===== src/rtl/mic_pkg.sv =====
// mic_pkg: shared constants, types and helpers for the PDM microphone receiver
package mic_pkg;

    typedef enum logic {
        EDGE_RISE = 1'b0,
        EDGE_FALL = 1'b1
    } edge_sel_e;

    localparam logic signed [1:0] PDM_ONE  = 2'sb01;
    localparam logic signed [1:0] PDM_ZERO = 2'sb11;

    function automatic int cic_width(input int order, input int decim);
        return order * $clog2(decim) + 2;
    endfunction

endpackage


===== src/rtl/mic_cic_decim.sv =====
// mic_cic_decim: CIC decimator turning per-bit strobes into truncated signed PCM results
module mic_cic_decim
    import mic_pkg::*;
#(
    parameter int DECIM     = 64,
    parameter int ORDER     = 3,
    parameter int OUT_WIDTH = 16
) (
    input  logic                 clk_board,
    input  logic                 rst_n,
    input  logic                 clear,
    input  logic                 strobe,
    input  logic                 bit_in,
    output logic [OUT_WIDTH-1:0] result,
    output logic                 result_strobe
);

    localparam int CIC_W = cic_width(ORDER, DECIM);
    localparam int DW    = $clog2(DECIM);

    logic signed [1:0] x;
    logic [CIC_W-1:0]  x_ext;
    logic [CIC_W-1:0]  latched;
    logic [CIC_W-1:0]  y;
    logic [DW-1:0]     decim_cnt;
    logic              go;

    assign x     = bit_in ? PDM_ONE : PDM_ZERO;
    assign x_ext = {{(CIC_W - 2){x[1]}}, x};

    genvar g;
    for (g = 0; g < ORDER; g++) begin : stg
        logic [CIC_W-1:0] integ, integ_nxt, dly, comb_in, comb_out;
        if (g == 0) begin : first
            assign integ_nxt = integ + x_ext;
            assign comb_in   = latched;
        end else begin : rest
            assign integ_nxt = integ + stg[g-1].integ_nxt;
            assign comb_in   = stg[g-1].comb_out;
        end
        assign comb_out = comb_in - dly;
        // integrator advances per strobe; comb delay captures its input once per decimated result
        always_ff @(posedge clk_board or negedge rst_n)
            if (!rst_n) begin
                integ <= '0;
                dly   <= '0;
            end else if (clear) begin
                integ <= '0;
                dly   <= '0;
            end else begin
                if (strobe) integ <= integ_nxt;
                if (go) dly <= comb_in;
            end
    end

    // window counter; the last strobe of a window latches the final integrator and fires the combs next cycle
    always_ff @(posedge clk_board or negedge rst_n)
        if (!rst_n) begin
            decim_cnt <= '0;
            latched   <= '0;
            go        <= 1'b0;
        end else if (clear) begin
            decim_cnt <= '0;
            latched   <= '0;
            go        <= 1'b0;
        end else begin
            go <= strobe && &decim_cnt;
            if (strobe) decim_cnt <= decim_cnt + 1'b1;
            if (strobe && &decim_cnt) latched <= stg[ORDER-1].integ_nxt;
        end

    assign y             = stg[ORDER-1].comb_out;
    assign result        = y[CIC_W-1 -: OUT_WIDTH];
    assign result_strobe = go;

    if (OUT_WIDTH < CIC_W) begin : g_lsb
        logic unused_lsb;
        assign unused_lsb = ^y[CIC_W-OUT_WIDTH-1:0];
    end

endmodule


===== src/rtl/mic_pdm_rx.sv =====
// mic_pdm_rx: PDM mic receiver - bit clock generation, bit capture, CIC decimation, PCM stream output
module mic_pdm_rx
    import mic_pkg::*;
#(
    parameter int DIV_FACTOR  = 10,
    parameter int DECIM       = 64,
    parameter int ORDER       = 3,
    parameter int OUT_WIDTH   = 16,
    parameter int SAMPLE_EDGE = 0
) (
    input  logic                 clk_board,
    input  logic                 rst_n,
    input  logic                 en,
    output logic                 pdm_clk,
    input  logic                 pdm_data,
    output logic [OUT_WIDTH-1:0] pcm_data,
    output logic                 pcm_valid,
    input  logic                 pcm_ready,
    output logic                 overflow
);

    localparam edge_sel_e EDGE = (SAMPLE_EDGE != 0) ? EDGE_FALL : EDGE_RISE;
    localparam int CW = $clog2(DIV_FACTOR);
    localparam int WW = $clog2(ORDER + 1);

    logic                 en_s1, en_sync, en_prev, d_s1, d_sync;
    logic                 cnt_done, strobe, res_stb, accept, blocked;
    logic [CW-1:0]        div_cnt;
    logic [WW-1:0]        warm;
    logic [OUT_WIDTH-1:0] res;

    // two-flop synchronisers for en and pdm_data, plus en history for rise detection
    always_ff @(posedge clk_board or negedge rst_n)
        if (!rst_n) {en_s1, en_sync, en_prev, d_s1, d_sync} <= '0;
        else {en_s1, en_sync, en_prev, d_s1, d_sync} <= {en, en_s1, en_sync, pdm_data, d_s1};

    assign cnt_done = div_cnt == CW'(DIV_FACTOR - 1);
    assign strobe   = en_sync && cnt_done && (pdm_clk == (EDGE == EDGE_RISE));

    // bit-clock divider: pdm_clk toggles every DIV_FACTOR cycles, parked low while disabled
    always_ff @(posedge clk_board or negedge rst_n)
        if (!rst_n) begin
            div_cnt <= '0;
            pdm_clk <= 1'b0;
        end else if (!en_sync) begin
            div_cnt <= '0;
            pdm_clk <= 1'b0;
        end else begin
            div_cnt <= cnt_done ? '0 : div_cnt + 1'b1;
            pdm_clk <= pdm_clk ^ cnt_done;
        end

    mic_cic_decim #(
        .DECIM    (DECIM),
        .ORDER    (ORDER),
        .OUT_WIDTH(OUT_WIDTH)
    ) u_cic (
        .clk_board    (clk_board),
        .rst_n        (rst_n),
        .clear        (!en_sync),
        .strobe       (strobe),
        .bit_in       (d_sync),
        .result       (res),
        .result_strobe(res_stb)
    );

    assign accept  = en_sync && res_stb && warm == WW'(ORDER);
    assign blocked = pcm_valid && !pcm_ready;

    // warm-up discard, output holding register and sticky overflow
    always_ff @(posedge clk_board or negedge rst_n)
        if (!rst_n) begin
            warm      <= '0;
            pcm_data  <= '0;
            pcm_valid <= 1'b0;
            overflow  <= 1'b0;
        end else begin
            if (en_sync && !en_prev) overflow <= 1'b0;
            else if (accept && blocked) overflow <= 1'b1;
            if (!en_sync) begin
                warm      <= '0;
                pcm_data  <= '0;
                pcm_valid <= 1'b0;
            end else begin
                if (res_stb && warm != WW'(ORDER)) warm <= warm + 1'b1;
                if (accept && !blocked) begin
                    pcm_data  <= res;
                    pcm_valid <= 1'b1;
                end else if (pcm_valid && pcm_ready) begin
                    pcm_valid <= 1'b0;
                end
            end
        end

endmodule

===== config.mk =====
export PLATFORM = sky130hd
export DESIGN_NAME = mic_pdm_rx
export DESIGN_NICKNAME = d
export VERILOG_FILES = /design/src/rtl/mic_pkg.sv /design/src/rtl/mic_cic_decim.sv /design/src/rtl/mic_pdm_rx.sv
export SDC_FILE = /design/constraint.sdc
export NUM_CORES = 1
export LEC_CHECK = 0
export CAP_MARGIN = 0
export CORE_UTILIZATION = 65
export DETAILED_ROUTE_END_ITERATION = 7
export GPL_ROUTABILITY_DRIVEN = 0
export PLACE_DENSITY = 0.9
export SYNTH_ARGS = -nofsm -noshare
export SYNTH_HDL_FRONTEND = slang
export SYNTH_SLANG_ARGS = --single-unit

===== constraint.sdc =====
create_clock -name clk_board -period 10.7 [get_ports clk_board]
set_input_delay 2.14 -clock clk_board [delete_from_list [all_inputs] [get_ports clk_board]]
set_output_delay 2.14 -clock clk_board [all_outputs]
set_load 0.05 [all_outputs]

== Yosys cells after proc, flatten, opt, wreduce, memory -nomap -nowiden ==
Index checks and enable logic that the tools add are counted.
W data, S select, Z words.
Word-level totals
  memories: 0
  bits in latches: 0
  word-level logic and storage cells: 85
  input bits: 5
  bits in read-only memories: 0
  register bits after elaboration: 177
  output and inout bits: 19
  bits in writable memories: 0
Cells by class
  reductions and logical operators: 16
  magnitude comparators: 0
  $mul: 0
  shifts and indexed selects: 0
  eq/ne operators: 9
  muxes and demuxes: 30
  add/sub/neg operators: 9
  bitwise logic cells: 1
  div/mod/pow operators: 0
Operators with widths (number)
  $mux W20: 14
  $add A20 B20 Y20: 3
  $sub A20 B20 Y20: 3
  $mux W16: 2
  $mux W6: 2
  $logic_and A1 B1 Y1: 11
  $ne A2 B1 Y1 const B: 5
  $mux W4: 2
  $mux W1: 7
  $add A6 B1 Y6 const B: 1
  $mux W2: 3
  $reduce_and A6 Y1: 1
  $add A4 B1 Y4 const B: 1
  $eq A4 B4 Y1 const B: 1
  $logic_not A1 Y1: 3
  $ne A3 B1 Y1 const B: 1
  $add A2 B1 Y2 const B: 1
  $eq A2 B2 Y1 const B: 1
  $ne A2 B2 Y1 const B: 1
  $reduce_bool A2 Y1: 1
  $xor A1 B1 Y1: 1

== Logic depth before layout (Yosys ltp) ==
  word-level depth: 6
  depth in mapped cells: 27
  depth with buffers taken out: 27

== By module ==
Synthesis repeated with hierarchy kept, for this count alone.
Unflattened totals
  cell total of the unflattened synthesis: 1353
  area, all modules: 12383.1 µm²
By module, submodules not included
  mic_cic_decim: cells each 1235, instances 1, seq. area each 3678.5 µm², area each 11113.2 µm²
  mic_pdm_rx: cells each 118, instances 1, seq. area each 750.7 µm², area each 1270.0 µm²

== Worst setup path before layout ==
No wires, ideal clock.
  path type: register -> register
  start point: register d_sync
  end point: register u_cic.stg[2].integ[19]
  arrival time: 5635 ps
  period minus slack after synthesis: 5701 ps
  setup slack: 4999 ps
  path buffers: 1
  library setup time: 66 ps
  data required time: 10634 ps
  stages on the path, launching flop included: 28
  path through: dfrtp_1 -> clkbuf_1 -> inv_1 -> ha_1 -> nor2b_1 -> o21a_1 -> o21ai_1 -> nand2_1 -> a21oi_1 -> xnor2_1 -> ha_1 -> a21oi_1 -> o21a_1 -> o21ai_0 -> a21o_1 -> a21oi_1 -> xnor2_1 -> ha_1 -> and4_1 -> and2_1 -> a31o_1 -> a41oi_1 -> a311oi_1 -> a21o_1 -> a21oi_1 -> xor3_1 -> or4_1 -> nand2_1
On the way
  word-level cells in the longest chain between the ends: 6
RTL lines
  start: declaration: RTL line mic_pdm_rx.sv:26  | logic en_s1, en_sync, en_prev, d_s1, d_sync;
  start signal: assignment: RTL line mic_pdm_rx.sv:35  | else {en_s1, en_sync, en_prev, d_s1, d_sync} <= {en, en_s1, en_sync, pdm_data, d_s1};
  $mux W2: RTL line mic_cic_decim.sv:28  | assign x = bit_in ? PDM_ONE : PDM_ZERO;
  $add A20 B20 Y20: RTL line mic_cic_decim.sv:35  | assign integ_nxt = integ + x_ext;
  $add A20 B20 Y20 (2 in a row): RTL line mic_cic_decim.sv:38  | assign integ_nxt = integ + stg[g-1].integ_nxt;
  $mux W20: RTL line mic_cic_decim.sv:51  | if (strobe) integ <= integ_nxt;
  $mux W20: RTL line mic_cic_decim.sv:47  | end else if (clear) begin
  end signal: assignment: RTL line mic_cic_decim.sv:51
  end: declaration: RTL line mic_cic_decim.sv:33  | logic [CIC_W-1:0] integ, integ_nxt, dly, comb_in, comb_out;
Every way passes these cells. The select of a mux whose other input is x is not followed.
A chain may end at the register's enable or synchronous reset.

== Final worst setup path ==
Same ends and word-level chain as after synthesis.

==> flow_summary_export.csv <==
group,metric,value,unit
setup_path,slowest_stage,"inv_1",
global_route,antenna_found_initial,0,
logic_synthesis,syn_avg_cell_area,8.85,um2
setup_path,cpMostUsedCell,"a21oi_1",
finish,final_core_util,0.723,
pwr,p_per_area,130,nW/um2
finish,area_growth,8.35,%
cts,htree_num_levels,4,
run_status,violations,"design-rule violations",
cts,cts.sink_count,177,
setup_path,slowest_delay,0.55,ns
finish,layout_common_cells,"dfrtp_1, nand2_1, nor2_1",
pwr,p_leak,5.85,nW
detailed_routing,via_per_inst,6.04,
setup_path,r2r-start,"d_sync",
floorplanning,std_cell_rows,49,
detailed_routing,dr.first_iter.drc_count,681,
timing,worst_clock_skew,0.00872,ns
logic_synthesis,yosys_register_bits,177,
floorplanning,dieHeight,138,um
setup_path,endpoint_kind,"register",
logic_synthesis,synth_top_area_share,0.367,
logic_synthesis,synth_flop_cell,"dfrtp_1",
cts,post_cts_buffers,0,
logic_synthesis,synth_area_leaders,"dfrtp_1, ha_1, xnor2_1",
place,hpwlAfterDp,17.1,mm
timing,setup_violations,0,
pwr,power,1.71,mW
finish,fin_cells,1604,
logic_synthesis,async_flop_share,1.00,
detailed_routing,avgRoutedWirePerCell,15.8,um
logic_synthesis,synth.yosys.seq_area_share,0.367,
timing,drv_slew,0,
cts,cts_resized,0,
floorplanning,dieWidth,138,um
floorplanning,die_area,19100,um2
min_path,hold_end,"en_sync",
cts,cts-root-buf,"clkbuf_16",
logic_synthesis,synth_edf_count,0,
global_route,gr-total-overflow,0,
timing,fmax,0.156,GHz
setup_path,crit_path_max_fanout,20,
timing,grt_setup_unrepaired,"no",
setup_path,crit_path_start_kind,"register",
detailed_routing,dr.pass1.iters,8,
timing,hold_slack,0.354,ns
finish,drive_gt1_frac,0.0436,
setup_path,critical_path_class,"register to register",
pwr,ir_drop,0.125,mV
global_route,grt_pass1_vias,9766,
setup_path,r2r-end,"u_cic.stg[2].integ[19]",
logic_synthesis,syn_inst,1364,
logic_synthesis,syn_area,12100,um2
detailed_routing,drtAntennaViolNets,0,
detailed_routing,wl,25.4,mm
place,io_buffers,23,
cts,cts_buffer_depth,2,
timing,slew_headroom,0.281,
finish,antenna_cells,0,
global_route,grt_max_degree,104,
global_route,grt_first_pass_wirelength,43.7,mm
logic_synthesis,ys_types,71,
timing,fin_crit_sh,0.600,
cts,cts_buffers,17,
global_route,grtUsageTotal,0.277,
cts,clk_latency,0.45,ns
cts,cts_tree,"done",
finish,n_fill_cell,1276,
min_path,whs_path_depth,0,
min_path,min_from,"en_s1",
floorplanning,start_util,0.668,
min_path,hp-class,"register to register",
place,place_inst,1572,
setup_path,rrSetupSlack,4.28,ns
logic_synthesis,yosysWarningCount,0,
timing,fin_setup_tns,0,ns
detailed_routing,drc,8,
cts,holdBufCountCts,0,
floorplanning,ioPinCount,24,
cts,clkTransAtPathRegs,0.07,ns
run,drv_cap,0,
setup_path,reg2regPathDepth,26,
timing,worst_slew_pin_slew,1.08,ns
timing,fin_crit,6.42,ns
finish,layout_commonest_cell,"dfrtp_1",
setup_path,required,11.09,ns
logic_synthesis,yosys.area.top_type,"dfrtp_1",
finish,fin_nets,1490,
timing,finalHoldViolations,0,
logic_synthesis,synthesis.nets,1492,
detailed_routing,vias,9689,
floorplanning,core_area,18100,um2
run_status,status,"complete, but fails checks",
setup_path,arrival,6.81,ns
state kept, by name, summed over array words and instances, names as in the netlist, 2 cells and up:
name / count
u_cic.decim_cnt: 6
div_cnt: 4
u_cic.stg.dly: 60
pcm_data: 16
u_cic.stg.integ: 60
u_cic.latched: 20
warm: 2
through the flow:
step	area [um2]	setup WS, ns
final	13100	4.28
after global routing	13100	3.78
after CTS	13100	4.33
after detailed placement	12500	4.40
after global placement	12500	4.64
after floorplan	12100	5.00
critical path, delay by kind of cell (launching register included):
kind	cells	cell delay (ns)
xor gates and xnor gates	3	0.62
adders and majority gates	3	1.03
DFF	1	0.48
and+or+nand+nor	6	1.15
AOI/OAI and AO/OA	13	2.52
buffers and inverters	1	0.55
final cells by class:
cell class	count	area [um2]	share of cell area
Clock buffer	19	443	0.0339
Clock inverter	13	175	0.0134
Inverter	89	337	0.0257
Multi-Input combinational cell	1047	7120	0.545
Sequential cell	177	4430	0.339
Tap cell	229	287	0.0219
Timing Repair Buffer	30	284	0.0217
Yosys cell counts, drive strengths merged (8+ instances only):
master,n
a211oi,11
a21o,30
a21oi,129
a31o,8
a31oi,8
buf,16
clkbuf,35
dfrtp,177
ha,118
inv,87
mux2i,56
nand2,150
nand2b,18
nand3,44
nand4,9
nor2,131
nor2b,16
nor3,22
o21a,24
o21ai,66
o21bai,9
o31ai,8
xnor2,82
xor2,24
metal layers:
metal  vias up  GRT usage  share of wire
met3        47     0.0481          0.037
met5         -          0              0
met1      4658      0.319           0.43
met2       234      0.508           0.52
li1       4750          -              -
met4         0      0.112          0.020
where the power goes:
part / leakage (nW) / internal (mW) / switching [mW]
clock: 0.289 / 0.378 / 0.282
combinational: 3.10 / 0.156 / 0.216
sequential: 2.46 / 0.672 / 0.00324
total: 5.85 / 1.21 / 0.501
how the worst max path moves through the flow:
stage / startpoint / end / depth (start not counted)
floorplan: d_sync / u_cic.stg[2].integ[19] / 27
global placement: d_sync / u_cic.stg[2].integ[19] / 26
detailed placement: d_sync / u_cic.stg[2].integ[19] / 26
CTS: d_sync / u_cic.stg[2].integ[19] / 26
global route: d_sync / u_cic.stg[2].integ[19] / 26
finish: d_sync / u_cic.stg[2].integ[19] / 26
kinds of logic (layout without fill, tap and decap cells):
family                     Yosys count  in the layout  synth area share
DFF                                177            177             0.367
muxes                               57             57            0.0474
buffers and inverters              140            151            0.0435
xor gates and xnor gates           108            108            0.0807
adders and majority gates          123            123             0.131
and+or+nand+nor                    425            425             0.159
AOI/OAI and AO/OA                  334            334             0.172
Power figures use the tool's default switching activity.
